$ cat src/rtl/lab3_pkg.sv
// -----------------------------------------------------------------------------
// lab3_pkg
// Shared constants for the Lab3 detection-capture slice.
//   LAB3_WIN    : history window width in bits (newest bit in bit 0)
//   LAB3_DEPTH  : capture FIFO depth (power of two)
//   LAB3_CNT_W  : detection counter width
//   lab3_lvl_w(): width of a 0..DEPTH occupancy count
// -----------------------------------------------------------------------------
package lab3_pkg;

  localparam int unsigned LAB3_WIN   = 4;
  localparam int unsigned LAB3_DEPTH = 4;
  localparam int unsigned LAB3_CNT_W = 8;

  // An occupancy count must reach DEPTH itself, hence one bit beyond the
  // pointer width.
  function automatic int unsigned lab3_lvl_w(input int unsigned depth);
    return $clog2(depth) + 1;
  endfunction

endpackage

$ cat src/rtl/lab3_detect_capture_if.sv
// -----------------------------------------------------------------------------
// lab3_detect_capture_if
// Bundles the detector-side inputs and the capture/read-side outputs of
// lab3_detect_capture.
//   master : drives x, z, rd_en; observes dout, empty, full, level,
//            det_count, overflow (testbench / upstream logic)
//   slave  : the capture block itself
// -----------------------------------------------------------------------------
interface lab3_detect_capture_if
  import lab3_pkg::*;
#(
  parameter int unsigned WIN   = LAB3_WIN,
  parameter int unsigned DEPTH = LAB3_DEPTH,
  parameter int unsigned CNT_W = LAB3_CNT_W
);

  logic                           x;
  logic                           z;
  logic                           rd_en;
  logic [WIN-1:0]                 dout;
  logic                           empty;
  logic                           full;
  logic [lab3_lvl_w(DEPTH)-1:0]   level;
  logic [CNT_W-1:0]               det_count;
  logic                           overflow;

  modport master (
    output x, z, rd_en,
    input  dout, empty, full, level, det_count, overflow
  );

  modport slave (
    input  x, z, rd_en,
    output dout, empty, full, level, det_count, overflow
  );

endinterface

$ cat src/rtl/lab3_sync_fifo.sv
// -----------------------------------------------------------------------------
// lab3_sync_fifo
// Single-clock first-word-fall-through FIFO with a sticky overflow flag.
//   clock    : rising-edge clock
//   reset    : asynchronous, active-low
//   push     : write request for din
//   pop      : read request for the head entry (ignored while empty)
//   din      : write data
//   dout     : head entry, 0 while empty
//   empty    : no entries stored (registered)
//   full     : DEPTH entries stored (registered)
//   level    : number of entries stored (registered)
//   overflow : sticky, set when a push is dropped because the FIFO is full
// A push while full is still accepted when a pop frees the head slot on the
// same edge. A pop while empty never cancels a concurrent push.
// -----------------------------------------------------------------------------
module lab3_sync_fifo
  import lab3_pkg::*;
#(
  parameter  int unsigned W     = LAB3_WIN,
  parameter  int unsigned DEPTH = LAB3_DEPTH,
  localparam int unsigned AW    = $clog2(DEPTH),
  localparam int unsigned LW    = lab3_lvl_w(DEPTH)
) (
  input  logic          clock,
  input  logic          reset,
  input  logic          push,
  input  logic          pop,
  input  logic [W-1:0]  din,
  output logic [W-1:0]  dout,
  output logic          empty,
  output logic          full,
  output logic [LW-1:0] level,
  output logic          overflow
);

  logic [W-1:0]  mem [DEPTH];
  logic [AW-1:0] rd_ptr_q;
  logic [AW-1:0] wr_ptr_q;
  logic [LW-1:0] level_q;
  logic [LW-1:0] level_d;
  logic          empty_q;
  logic          full_q;
  logic          overflow_q;
  logic          pop_ok;
  logic          push_ok;

  // NOTE: every variable assigned in always_comb gets a default first, so no
  // path through the block leaves it unassigned and no latch is inferred.
  always_comb begin
    pop_ok  = pop & ~empty_q;
    push_ok = push & (~full_q | pop_ok);
    level_d = level_q;
    if (push_ok && !pop_ok) begin
      level_d = level_q + LW'(1);
    end else if (pop_ok && !push_ok) begin
      level_d = level_q - LW'(1);
    end
  end

  always_ff @(posedge clock or negedge reset) begin
    if (!reset) begin
      rd_ptr_q   <= '0;
      wr_ptr_q   <= '0;
      level_q    <= '0;
      empty_q    <= 1'b1;
      full_q     <= 1'b0;
      overflow_q <= 1'b0;
    end else begin
      // Pointers are exactly log2(DEPTH) bits, so they wrap on their own.
      if (pop_ok)  rd_ptr_q <= rd_ptr_q + AW'(1);
      if (push_ok) wr_ptr_q <= wr_ptr_q + AW'(1);
      level_q <= level_d;
      // Flags are derived from the next level so they stay registered yet
      // always agree with level after the edge.
      empty_q <= (level_d == '0);
      full_q  <= (level_d == LW'(DEPTH));
      if (push && !push_ok) overflow_q <= 1'b1;
    end
  end

  // NOTE: the storage array has no reset; stale contents are never visible
  // because dout is forced to zero while empty, and leaving it unreset lets
  // it map onto plain flops or RAM without a reset tree.
  always_ff @(posedge clock) begin
    if (push_ok) mem[wr_ptr_q] <= din;
  end

  assign dout     = empty_q ? '0 : mem[rd_ptr_q];
  assign empty    = empty_q;
  assign full     = full_q;
  assign level    = level_q;
  assign overflow = overflow_q;

endmodule

$ cat src/rtl/lab3_detect_capture.sv
// -----------------------------------------------------------------------------
// lab3_detect_capture
// Downstream stage of the Lab3 Mealy sequence detector. Keeps a sliding
// window of the last WIN bits of x and, on every edge where z=1, captures
// that window (current x included) into a small FWFT FIFO. Counts every
// detection and lets a reader drain captured windows with rd_en.
//   clock : rising-edge clock
//   reset : asynchronous, active-low
//   bus   : lab3_detect_capture_if.slave
//           in : x, z, rd_en
//           out: dout (bit 0 newest x, bit WIN-1 oldest), empty, full,
//                level, det_count (wraps), overflow (sticky)
// -----------------------------------------------------------------------------
module lab3_detect_capture
  import lab3_pkg::*;
#(
  parameter  int unsigned WIN   = LAB3_WIN,
  parameter  int unsigned DEPTH = LAB3_DEPTH,
  parameter  int unsigned CNT_W = LAB3_CNT_W,
  localparam int unsigned LW    = lab3_lvl_w(DEPTH)
) (
  input  logic                 clock,
  input  logic                 reset,
  lab3_detect_capture_if.slave bus
);

  // Only the WIN-1 most recent past bits are ever used to build a window,
  // so the oldest history bit is not stored.
  logic [WIN-2:0]  hist_q;
  logic [WIN-1:0]  win;
  logic [CNT_W-1:0] det_count_q;
  logic            pop_req;

  logic [WIN-1:0]  fifo_dout;
  logic            fifo_empty;
  logic            fifo_full;
  logic [LW-1:0]   fifo_level;
  logic            fifo_overflow;

  // Window as it will stand after this edge: past bits shifted up, current x
  // in bit 0.
  assign win = {hist_q, bus.x};

  // A read request against an empty FIFO is discarded here so it can never
  // interact with a concurrent capture.
  assign pop_req = bus.rd_en & ~fifo_empty;

  // NOTE: sequential state is updated only with non-blocking assignments so
  // every register samples pre-edge values regardless of block ordering.
  always_ff @(posedge clock or negedge reset) begin
    if (!reset) begin
      hist_q      <= '0;
      det_count_q <= '0;
    end else begin
      hist_q <= win[WIN-2:0];
      // Counts every detection, including ones the FIFO drops; wraps silently.
      if (bus.z) det_count_q <= det_count_q + CNT_W'(1);
    end
  end

  lab3_sync_fifo #(
    .W     (WIN),
    .DEPTH (DEPTH)
  ) u_fifo (
    .clock    (clock),
    .reset    (reset),
    .push     (bus.z),
    .pop      (pop_req),
    .din      (win),
    .dout     (fifo_dout),
    .empty    (fifo_empty),
    .full     (fifo_full),
    .level    (fifo_level),
    .overflow (fifo_overflow)
  );

  assign bus.dout      = fifo_dout;
  assign bus.empty     = fifo_empty;
  assign bus.full      = fifo_full;
  assign bus.level     = fifo_level;
  assign bus.det_count = det_count_q;
  assign bus.overflow  = fifo_overflow;

endmodule

$ cat src/flat_wrapper.sv
// flat-port wrapper written by rule: the top's interface ports become plain ports
module lab3_detect_capture_flat import lab3_pkg::*;
#(
  parameter  int unsigned WIN   = LAB3_WIN,
  parameter  int unsigned DEPTH = LAB3_DEPTH,
  parameter  int unsigned CNT_W = LAB3_CNT_W,
  localparam int unsigned LW    = lab3_lvl_w(DEPTH)
)
  (clock, reset, bus_x, bus_z, bus_rd_en, bus_dout, bus_empty, bus_full, bus_level, bus_det_count, bus_overflow);
  lab3_detect_capture_if #(.WIN(WIN), .DEPTH(DEPTH), .CNT_W(CNT_W)) bus_i ();
  input  logic clock;
  input  logic reset;
  input wire logic [$bits(bus_i.x)-1:0] bus_x;
  input wire logic [$bits(bus_i.z)-1:0] bus_z;
  input wire logic [$bits(bus_i.rd_en)-1:0] bus_rd_en;
  output wire logic [$bits(bus_i.dout)-1:0] bus_dout;
  output wire logic [$bits(bus_i.empty)-1:0] bus_empty;
  output wire logic [$bits(bus_i.full)-1:0] bus_full;
  output wire logic [$bits(bus_i.level)-1:0] bus_level;
  output wire logic [$bits(bus_i.det_count)-1:0] bus_det_count;
  output wire logic [$bits(bus_i.overflow)-1:0] bus_overflow;
  assign bus_i.x = bus_x;
  assign bus_i.z = bus_z;
  assign bus_i.rd_en = bus_rd_en;
  assign bus_dout = bus_i.dout;
  assign bus_empty = bus_i.empty;
  assign bus_full = bus_i.full;
  assign bus_level = bus_i.level;
  assign bus_det_count = bus_i.det_count;
  assign bus_overflow = bus_i.overflow;
  lab3_detect_capture #(.WIN(WIN), .DEPTH(DEPTH), .CNT_W(CNT_W)) u_core (.clock(clock), .reset(reset), .bus(bus_i));
endmodule
$ cat config.mk
export PLATFORM = sky130hd
export DESIGN_NAME = lab3_detect_capture_flat
export DESIGN_NICKNAME = d
export VERILOG_FILES = /design/src/rtl/lab3_pkg.sv /design/src/rtl/lab3_detect_capture_if.sv /design/src/rtl/lab3_sync_fifo.sv /design/src/rtl/lab3_detect_capture.sv /design/src/flat_wrapper.sv
export SDC_FILE = /design/constraint.sdc
export NUM_CORES = 1
export LEC_CHECK = 0
export ABC_AREA = 1
export BUFFER_PORTS_ARGS = -buffer_cell sky130_fd_sc_hd__clkbuf_2
export CELL_PAD_IN_SITES_DETAIL_PLACEMENT = 1
export CELL_PAD_IN_SITES_GLOBAL_PLACEMENT = 2
export CORE_MARGIN = 5
export CORE_UTILIZATION = 39
export DETAILED_ROUTE_END_ITERATION = 10
export PLACE_DENSITY = 0.87
export SYNTH_ARGS = -nofsm -noshare
export SYNTH_HDL_FRONTEND = slang
export SYNTH_SLANG_ARGS = --single-unit
$ cat constraint.sdc
create_clock -name clock -period 2.2 [get_ports clock]
set_input_delay 0.33 -clock clock [delete_from_list [all_inputs] [get_ports clock]]
set_output_delay 0.33 -clock clock [all_outputs]
set_load 0.01 [all_outputs]
Yosys cells after proc, flatten, opt, wreduce, memory -nomap -nowiden
Memories as Yosys holds them, arrays and structs flattened.
Index checks and enable logic that the tools add are counted.

storage, ports and cells
  bits in registers = 21
  bits in writable memories = 16
  output and inout port bits = 18
  word-level logic and storage cells = 32
  memories kept = 1

memory list
  name               words  bits a word  read ports  clocked after memory_dff  wr ports  line                  text
  u_core.u_fifo.mem  4      4            1           0                         1         lab3_sync_fifo.sv:37  logic [W-1:0] mem [DEPTH];

cells by class
  $add $sub $neg = 5
  equality and inequality tests = 1
  muxes and demuxes = 5
  bitwise gates (word level) = 6
  reduce and logical (&&, ||, !) cells = 6

operators with widths
  kind                 count
  $add 8x1->8 const B  1
  $mux 3               2
  $add 2x1->2 const B  2
  $mux 4               1
  $add 3x1->3 const B  1
  $and 1x1->1          3
  $eq 3x3->1 const B   1
  $logic_and 1x1->1    3
  $logic_not 3->1      1
  $sub 3x1->3 const B  1
  $logic_not 1->1      2
  $mux 1               2
  $not 1->1            2
  $or 1x1->1           1

Longest topological paths before layout
  word-level depth = 10
  mapped depth = 10
  mapped depth without buffers = 10

Hierarchy
From an unflattened synthesis, not the netlist that was laid out.

second synthesis, totals
  cells, all modules = 163
  area, all modules = 1696.6 um^2

by module, submodules not included
  module               times used  cells an instance  area an instance (um^2)  sequential area each (um^2)
  lab3_sync_fifo       1           116                1221.2                   732.0
  lab3_detect_capture  1           47                 475.5                    275.3

Least setup slack after synthesis
OpenSTA, ideal clock, no wires.

  path type = reg-to-output
  start = register u_core.u_fifo.rd_ptr_q[0]
  end = output port bus_dout[0]
  data arrival time = 981 ps
  setup slack = 889 ps
  cell stages (with the launch flop) = 5
  cells stage by stage = dfrtp_1 -> buf_2 -> inv_1 -> o21ai_0 -> a21oi_1

between the ends
  cells in the longest elaborated chain, start to end = 2

ends and longest elaborated chain
  what                      line                  text
  start: declaration        lab3_sync_fifo.sv:38  logic [AW-1:0] rd_ptr_q;
  start signal: assignment  lab3_sync_fifo.sv:71  if (pop_ok) rd_ptr_q <= rd_ptr_q + AW'(1);
  $mem_v2 4x4               -
  $mux 4                    lab3_sync_fifo.sv:89  assign dout = empty_q ? '0 : mem[rd_ptr_q];
  end: declaration          flat_wrapper.sv:16    output wire logic [$bits(bus_i.dout)-1:0] bus_dout;

Every way passes these cells.

Worst setup path after layout
Same ends and word-level chain as after synthesis.

==> summary.md <==
| Metric | Value |
|---|---|
| Final Max Tran Viols | 0 |
| Io pins | 23 |
| Area Growth Syn to Fin | 16.1% |
| Root Driver | clkbuf_8 |
| Worst-Skew Late Latency | 0.29 ns |
| Pleak | 0.920 nW |
| Syn Area/Cell | 10.5 um2 |
| Die area | around 5700 um2 |
| Largest fanout on the critical path | 10 |
| Fillers | 460 |
| Share of cells above drive strength 1 | 19.4% |
| DR pass1 iterations | 4 |
| Die Span X | around 75 um |
| PostCTS Resize Cnt | 0 |
| H-tree levels | 2 |
| Post-Place Setup Slack | approximately 0.55 ns |
| Critical Path Sink Type | primary output |
| Initial DRC count | 26 |
| Critical Path Max Stage Delay | 0.49 ns |
| GRT Overall Usage | 15.1% |
| Worst vdd ir | 0.000576 V |
| Clock transition at path regs | 0.08 ns |
| Tcrit/Tclk final | slightly above 80% |
| CP Data Required Time | 1.87 ns |
| Fmax | around 0.55 GHz |
| Max-Cap Viols | 0 |
| Final Hold Vio Count | 1 |
| CP startpoint | u_core.u_fifo.rd_ptr_q[0] |
| Pin count of the biggest net entering global routing | 22 |
| Post-synth cell types | 21 |
| Postcts setup bufs | 0 |
| Initial Utilization | between 40 and 50% |
| Worst hold path type | in2async |
| Post-synth top flop | dfrtp_1 |
| Ys Warns | 0 |
| Worst relative slew slack | about two thirds |
| Final wirelength | about 3600 um |
| Total clock sinks | 37 |
| Num CTS Buffers | 5 |
| Crit path launch type | flip-flop |
| Hold_buf cts | 0 |
| # rows | 23 |
| Leading area contributor after synthesis | dfrtp_1 |
| Avg WL per Cell | 15.1 um |
| Vias in the first global route | 1,242 |
| RePlAce Congestion | 0.811 |
| WHS | -0.00349 ns |
| DRT antenna net count | 0 |
| Data arrival, critical path | 1.48 ns |
| Nets | 197 |
| DR DRC count | 0 |
| Setup-failing EPs final | 0 |
| Most frequent cell after synthesis | nor2_1 |
| Mapped Cells | 158 |
| Final min period | 1.81 ns |
| Post-synth EDFFs | 16 |
| Diodes inserted | 0 |
| Post-Syn Area | 1660 um2 |
| Reg2reg end | u_core.u_fifo.mem[1][3] |
| Setup CP Type | reg2out |
| RSZ-0062 raised after global routing | false |
| Setup_tns | 0 ns |
| Slew at the pin closest to its max-slew limit | ~0.53 ns |
| Largest cells by area after synthesis | dfrtp_1 (30%), edfxtp_1 (29%), nor2_1 (6.1%), nand2_1 (5.9%), ha_1 (5.3%) |
| Skew final | 0.00888 ns |
| Pwr Density | 1380 nW/um2 |
| Synth top area share | 30.2% |
| HPWL Detailed | between 2000 and 3000 um |
| Net Count, Synth | 170 |
| Reg-to-reg slack, setup | 0.67 ns |
| Status | finished with violations |
| Initial antenna violation count | 0 |
| Synth cell count leaders | nor2_1 (27), nand2_1 (26), inv_1 (22) |
| Critical path cell sequence | inv_1 -> o21ai_0 -> a21oi_1 -> clkbuf_2 |
| Port Buf Inserts | 22 |
| Overflow after GRT | 0 |
| Vias | roughly 1.1k |
| Max Buffers Root-to-Sink | 2 |
| Via/cell ratio | 4.75 |
| Global-route wire length before repair | 6070 um |
| Sequential-to-total area share from yosys stat | 60.7% |
| TritonCTS clock tree | done |
| Worst path slowest cell | dfrtp_1 |
| Failing checks | negative hold slack |
| Die height | 75.2 um |
| Core area | 4060 um2 |
| Final WS setup | 0.389 ns |
| Reg-to-Reg Start | u_core.u_fifo.empty |
| R2R depth | 3 |
| Number of synthesized register bits | 37 |
| Fraction of registers with async set/reset | 56.8% |
registers in the layout (all words and copies together), names as in the netlist:
name / cells
u_core.u_fifo.rd_ptr_q: 2
u_core.u_fifo.full: 1
u_core.u_fifo.overflow: 1
u_core.u_fifo.empty: 1
u_core.u_fifo.mem: 16
u_core.u_fifo.wr_ptr_q: 2
u_core.bus.det_count: 8
u_core.hist_q: 3
u_core.u_fifo.level: 3
kinds of logic (layout without fill, tap and decap cells):
family / Yosys count / count (layout) / synth area share (%)
simple gates: 62 / 62 / 16.3
flops: 37 / 37 / 60.7
buf+inv: 25 / 53 / 6.18
compound gates: 16 / 16 / 5.73
xor+xnor: 11 / 11 / 5.81
fa+ha+maj: 7 / 7 / 5.28
metal layers:
metal  vias to the layer above  global-route usage (%)  part of all wire, %
met5                         -                       0                    0
li1                        550                       -                    -
met3                         7                    3.87                  3.4
met1                       544                    18.2                   45
met4                         0                    8.74                  3.1
met2                        20                    24.3                   49
power breakdown:
group          total [mW]  switching, mW  leakage, nW  internal [mW]
Sequential           1.14          0.202        0.399          0.937
Combinational       0.931          0.569        0.469          0.362
Clock               0.579          0.246       0.0518          0.334
Total                2.65           1.02        0.920           1.63
cell type report:
cell class / count / area, um2 / share of cell area (%)
Sequential cell: 37 / 1010 / 52.3
Multi-Input combinational cell: 96 / 549 / 28.5
Timing Repair Buffer: 22 / 110 / 5.72
Inverter: 23 / 86.3 / 4.48
Clock buffer: 5 / 68.8 / 3.57
Tap cell: 50 / 62.6 / 3.25
Clock inverter: 3 / 41.3 / 2.14
through the flow:
| stage | cell area [um2] | std cells | power, mW | hold slack, ns | utilization, % |
|---|---|---|---|---|---|
| global route | 1930 | 236 | 2.88 | 0.0334 | 47.5 |
| floorplan | 1660 | 158 | 1.73 | 0.0344 | - |
| detailed placement | 1820 | 228 | 2.11 | 0.337 | 44.7 |
| finish | 1930 | 236 | 2.65 | -0.00349 | 47.5 |
| global placement | 1820 | 228 | 2.05 | 0.328 | 44.7 |
| CTS | 1930 | 236 | 2.70 | 0.00884 | 47.5 |
worst max-delay path, delay by kind of cell, from the launching register on:
kind / cells / cell delay (ns)
buf+inv: 2 / 0.41
compound gates: 2 / 0.29
flops: 1 / 0.49
layout by cell type (no fill, tap or decap), types with 2 or more instances in the layout:
cell	synthesis	routed
xor2_1	9	9
nor2_1	27	27
ha_1	7	7
clkbuf_8	0	5
xnor2_1	2	2
a21oi_1	5	5
dfrtp_1	20	20
o21ai_0	9	9
nand2_1	26	26
edfxtp_1	16	16
nand4_1	2	2
clkbuf_2	0	22
nand3_1	4	4
inv_1	22	22
worst max-delay path by stage:
stage                                   end  slack, ns  cells past startpoint
floorplan                       bus_dout[0]       0.89                      4
global placement    u_core.u_fifo.mem[1][0]       0.73                      5
detailed placement  u_core.u_fifo.mem[1][3]       0.55                      5
CTS                             bus_dout[0]       0.36                      4
global route                    bus_dout[2]       0.26                      4
finish                          bus_dout[0]       0.39                      4
No activity file was read; power rests on OpenSTA's default activity.
